`src/rtl/bcd_scan_ctrl.sv`:
```
// Signed result to 3-digit BCD (sequential double-dabble) plus digit-scan mux for the 7-segment decoder.
// Optional build macro LEADING_ZERO_BLANK_EN blanks leading-zero digit slots.
module bcd_scan_ctrl #(
    parameter int WIDTH       = 10,
    parameter int REFRESH_DIV = 100000
) (
    input  logic             clk,
    input  logic             rst_n,
    input  logic             load,
    input  logic [WIDTH-1:0] value,
    input  logic             en_in,
    output logic             busy,
    output logic             done,
    output logic [1:0]       count,
    output logic [3:0]       num,
    output logic             sign,
    output logic             en
);

    localparam int CW = $clog2(WIDTH + 1);
    localparam int PW = $clog2(REFRESH_DIV);

    typedef enum logic [1:0] {IDLE, CONV, FIN} state_t;

    state_t           state, state_nxt;
    logic [11:0]      bcd, bcd_adj;
    logic [WIDTH-1:0] mag;
    logic [CW-1:0]    iter;
    logic             sign_pending;
    logic [3:0]       ones, tens, hund;
    logic             loaded;
    logic [PW-1:0]    presc;

    logic signed [WIDTH:0] val_ext;
    logic [WIDTH:0]        mag_abs;
    logic                  wrap, fin, loaded_nxt, en_nxt;
    logic [1:0]            count_nxt;
    logic [3:0]            src_ones, src_tens, src_hund, num_nxt;

    always_comb begin
        val_ext = {value[WIDTH-1], value};
        mag_abs = value[WIDTH-1] ? (-val_ext) : val_ext;
        for (int i = 0; i < 3; i++) begin
            bcd_adj[i*4 +: 4] = (bcd[i*4 +: 4] >= 4'd5) ? (bcd[i*4 +: 4] + 4'd3) : bcd[i*4 +: 4];
        end
    end

    always_comb begin
        state_nxt = state;
        case (state)
            IDLE:    if (load) state_nxt = CONV;
            CONV:    if (iter == CW'(1)) state_nxt = FIN;
            FIN:     state_nxt = IDLE;
            default: state_nxt = IDLE;
        endcase
    end

    always_ff @(posedge clk or negedge rst_n) begin
        if (!rst_n) state <= IDLE;
        else        state <= state_nxt;
    end

    // The magnitude's top bit is always 0 for legal widths; it seeds the BCD LSB so the full result enters the chain.
    always_ff @(posedge clk or negedge rst_n) begin
        if (!rst_n) begin
            bcd          <= '0;
            mag          <= '0;
            iter         <= '0;
            sign_pending <= 1'b0;
            ones         <= '0;
            tens         <= '0;
            hund         <= '0;
            sign         <= 1'b0;
            loaded       <= 1'b0;
            done         <= 1'b0;
        end else begin
            done <= (state == FIN);
            case (state)
                IDLE: if (load) begin
                    sign_pending <= value[WIDTH-1];
                    mag          <= mag_abs[WIDTH-1:0];
                    bcd          <= {11'd0, mag_abs[WIDTH]};
                    iter         <= CW'(WIDTH);
                end
                CONV: begin
                    {bcd, mag} <= {bcd_adj[10:0], mag, 1'b0};
                    iter       <= iter - CW'(1);
                end
                FIN: begin
                    ones   <= bcd[3:0];
                    tens   <= bcd[7:4];
                    hund   <= bcd[11:8];
                    sign   <= sign_pending;
                    loaded <= 1'b1;
                end
                default: ;
            endcase
        end
    end

    assign busy = (state == CONV);

    // Digits being committed this edge feed the mux directly so num and done appear together.
    always_comb begin
        wrap       = (presc == PW'(REFRESH_DIV - 1));
        count_nxt  = wrap ? count + 2'd1 : count;
        fin        = (state == FIN);
        src_ones   = fin ? bcd[3:0]   : ones;
        src_tens   = fin ? bcd[7:4]   : tens;
        src_hund   = fin ? bcd[11:8]  : hund;
        loaded_nxt = loaded | fin;
        case (count_nxt)
            2'd0:    num_nxt = src_ones;
            2'd1:    num_nxt = src_tens;
            2'd2:    num_nxt = src_hund;
            default: num_nxt = 4'd0;
        endcase
        en_nxt = en_in & loaded_nxt;
`ifdef LEADING_ZERO_BLANK_EN
        if ((count_nxt == 2'd2) && (src_hund == 4'd0))
            en_nxt = 1'b0;
        if ((count_nxt == 2'd1) && (src_hund == 4'd0) && (src_tens == 4'd0))
            en_nxt = 1'b0;
`endif
    end

    always_ff @(posedge clk or negedge rst_n) begin
        if (!rst_n) begin
            presc <= '0;
            count <= '0;
            num   <= '0;
            en    <= 1'b0;
        end else begin
            presc <= wrap ? '0 : presc + PW'(1);
            count <= count_nxt;
            num   <= num_nxt;
            en    <= en_nxt;
        end
    end

endmodule

```
`config.mk`:
```
export PLATFORM = sky130hd
export DESIGN_NAME = bcd_scan_ctrl
export DESIGN_NICKNAME = d
export VERILOG_FILES = /design/src/rtl/bcd_scan_ctrl.sv
export SDC_FILE = /design/constraint.sdc
export NUM_CORES = 1
export LEC_CHECK = 0
export CAP_MARGIN = 40
export CORE_MARGIN = 2
export CORE_UTILIZATION = 39
export CTS_BUF_LIST = sky130_fd_sc_hd__clkbuf_2
export CTS_CLUSTER_DIAMETER = 40
export DETAILED_ROUTE_END_ITERATION = 7
export GPL_TIMING_DRIVEN = 0
export PLACE_DENSITY = 0.56
export SLEW_MARGIN = 20
export SYNTH_ARGS = -nofsm -noshare
export SYNTH_HDL_FRONTEND = slang
export SYNTH_SLANG_ARGS = --single-unit
```
`constraint.sdc`:
```
create_clock -name clk -period 1.7 [get_ports clk]
set_input_delay 0.255 -clock clk [delete_from_list [all_inputs] [get_ports clk]]
set_output_delay 0.255 -clock clk [all_outputs]
set_load 0.01 [all_outputs]
```
==> results by group <==
Logic synthesis
  – Register area share after synthesis: 50.5%
  – Post-Syn Area: between 0.003 and 0.004 mm²
  – Main flop type after synthesis: dfrtp_1
  – Post-synthesis cell count: 322
  – Netlist cell types: 44
  – Largest cells by area after synthesis: dfrtp_1, mux2_2, ha_1
  – Post-synth EDFFs: 0
  – Flops & latches, synth: 68
  – Post-synth net total: roughly 350
  – Async set-reset flop share out of synthesis: 100%
  – Mean Syn Cell Area: 10.5 µm²
  – Yosys top cell area share: 50.5%
  – Yosys warnings: 0
  – Largest area contributor in the netlist: dfrtp_1
  – Cell with the most instances after synthesis: dfrtp_1
  – Commonest cells post-synth: dfrtp_1, nand2_1, nor2_1

Die
  – Area of the core: 0.00830 mm²
  – Initial Util: 40.6%
  – IO Pins: 24
  – FP Rows: 33
  – Die H: between 90 and 100 µm
  – Die Width: 96.9 µm
  – Die area: 0.00939 mm²

Detailed routing
  – Starting DRC count in detailed routing: 146
  – Post-Route WL: 7230 µm
  – Drt via density: 5.27
  – Drt wl/cell: 14.8 µm
  – TritonRoute pass-1 iters: 4
  – Routed Antenna Nets: 0
  – Drc violations: 0
  – Routed vias: 2,575

Clock network
  – H-tree levels: 3
  – TritonCTS clock tree: done
  – Insertion delay to the later sink of the worst-skew pair: just over 0.5 ns
  – CTS max path bufs: 2
  – CTS Buf Count: 9
  – CTS sink cnt: 68
  – Root Buffer Master: clkbuf_2
  – Clock-pin transition on the worst setup and hold timing paths: between 0.2 and 0.25 ns

Timing
  – Rel. slew slack: 60.9%
  – Clk_skew: around 0.03 ns
  – Hold Fails Final Rpt: 0
  – Final Slew Violations: 0
  – Fin worst setup slack: -0.100 ns
  – Fmax: about 0.56 GHz
  – Fin crit period: 1.80 ns
  – Final Hold Slack: 0.145 ns
  – Worst-margin pin slew: 0.584 ns
  – RSZ-0062 raised after global routing: yes
  – Period utilisation layout: 106%
  – Finish-stage setup viols: 4

Min path
  – Hold crit path type: in -> async

Setup path
  – Reg2reg path depth: 8
  – Crit. End Element: flop
  – Worst setup SP type: flop
  – Arr. time, crit path: approximately 2.2 ns
  – FF-to-FF Start: state[1]
  – CP peak stage delay: 0.44 ns
  – CP Cell Sequence: buf_6 -> nor2b_4 -> buf_4 -> buf_6 -> mux2_4 -> and3b_1 -> a31oi_1 -> nand3_2
  – R2R setup slack: -0.10 ns
  – Worst endpoint required time: 2.12 ns
  – Critical Path Most Common Cell: buf_6
  – Reg-to-Reg End: num[1]
  – Critical Path Fanout Max: 5
  – Crit-path slowest cell: dfrtp_1
  – WS Path Type: reg -> reg

Cells and area
  – Filler cells: 748
  – Multi-input combinational cell area: 0.00172 mm²
  – Antenna fix cells: 0
  – Area Growth Syn to Fin: 27.6%
  – Share of cells above drive strength 1: approximately a quarter
  – Nets: 403
  – Flip-flop and latch area: 0.00171 mm²

GRT
  – Initial antenna violation count: 0
  – Grt total ovfl: 0
  – Overall Global Routing Usage: 16.2%
  – Global-route wire length before repair: 12,300 µm
  – Vias in the first global route: 2,583
  – Largest net degree at the start of global routing: 51

Power and ir drop
  – Pwr dens: 1250 mW/mm²
  – Peak supply drop: 0.437 mV
  – Tot Pwr: between 5 and 6 mW
  – Pleak: 1.91 nW

Placed design
  – # port buffers: 22
  – Routability Congestion: approximately 0.75
  – Post-DP HPWL: 4690 µm

Status
  – Status: finished, violations left
  – Failing checks: setup timing

Job
  – Max_cap viols: 0
## sequential cells by signal, indices dropped and copies added (netlist names), 4 cells and up
| name | cells |
|---|---|
| hund | 4 |
| ones | 4 |
| bcd | 12 |
| tens | 4 |
| mag | 10 |
| presc | 17 |
| iter | 4 |
| num | 4 |
## cells by family (layout without fill, tap and decap cells)
family          Yosys count  after routing  share of synthesized area, %
compound gates           68             68                          12.5
xor+xnor                 28             28                          7.28
fa+ha+maj                10             10                          3.72
buf+inv                  26             88                          3.42
flops                    68             68                          50.5
mux                      14             14                          4.65
simple gates            108            108                          17.9
## power by group
group / switching (mW) / total (mW) / internal (mW) / leakage, nW
Combinational: 0.984 / 1.93 / 0.944 / 0.992
Sequential: 0.285 / 2.36 / 2.07 / 0.845
Clock: 0.603 / 1.08 / 0.478 / 0.0732
Total: 1.87 / 5.37 / 3.49 / 1.91
## critical path, delay by kind of cell, from the launching register on
kind                   cells  cell delay [ns]
and+or+nand+nor            3             0.37
DFF                        1             0.44
buffers and inverters      3             0.43
AOI/OAI and AO/OA          1             0.16
muxes                      1             0.31
## per-layer routing
| layer | global-route usage, % | part of all wire, % |
|---|---|---|
| met1 | 22.1 | 50 |
| met2 | 25.2 | 46 |
| met3 | 3.03 | 2.4 |
| met4 | 7.15 | 1.8 |
| met5 | 0 | 0 |
## final cells by class
| type | count | area share (%) |
|---|---|---|
| Tap cell | 105 | 3.06 |
| Buffer | 10 | 1.98 |
| Timing Repair Buffer | 47 | 10.5 |
| Inverter | 15 | 1.46 |
| Sequential cell | 68 | 39.8 |
| Clock inverter | 7 | 2.13 |
| Multi-Input combinational cell | 228 | 40.0 |
| Clock buffer | 9 | 1.05 |
## worst max-delay path by stage
stage / from / endpoint / slack (ns) / cells past startpoint
finish: state[1] / num[1] / -0.10 / 8
global route: presc[0] / num[2] / -0.19 / 9
CTS: state[1] / num[3] / -0.06 / 8
detailed placement: presc[0] / num[1] / -0.31 / 8
global placement: rst_n / presc[10] / -2.01 / 1
floorplan: state[0] / num[2] / 0.005 / 8
## repair_timing
item,CTS,global route
pin swaps,8,11
hold buffers,1,0
hold endpoints to repair,68,0
setup endpoints to repair,29,23
buffers inserted,18,5
cloned,1,0
gates resized for setup,54,20
## per-stage QoR
stage                     cells  TNS, ns  setup WS, ns  instance area (µm²)  utilization [%]
after floorplan             322        0       0.00537                 3370                -
after global placement      449  -139.44         -2.01                 3720             44.8
after detailed placement    450    -3.33        -0.313                 3740             45.1
after CTS                   485   -0.160       -0.0561                 4190             50.5
after global routing        489   -0.800        -0.194                 4300             51.8
final                       489   -0.357        -0.100                 4300             51.8
## cells in the final DEF, fill, tap and decap left out, types with 10 or more instances in the layout
master,n
nand2_1,25
o21ai_0,18
clkbuf_2,10
buf_4,20
o22ai_1,10
xor2_1,14
nand3_1,15
mux2_4,11
inv_1,13
nor2_1,17
xnor2_1,14
dfrtp_1,62
clkdlybuf4s50_1,11
No activity file was read; power rests on OpenSTA's default activity.
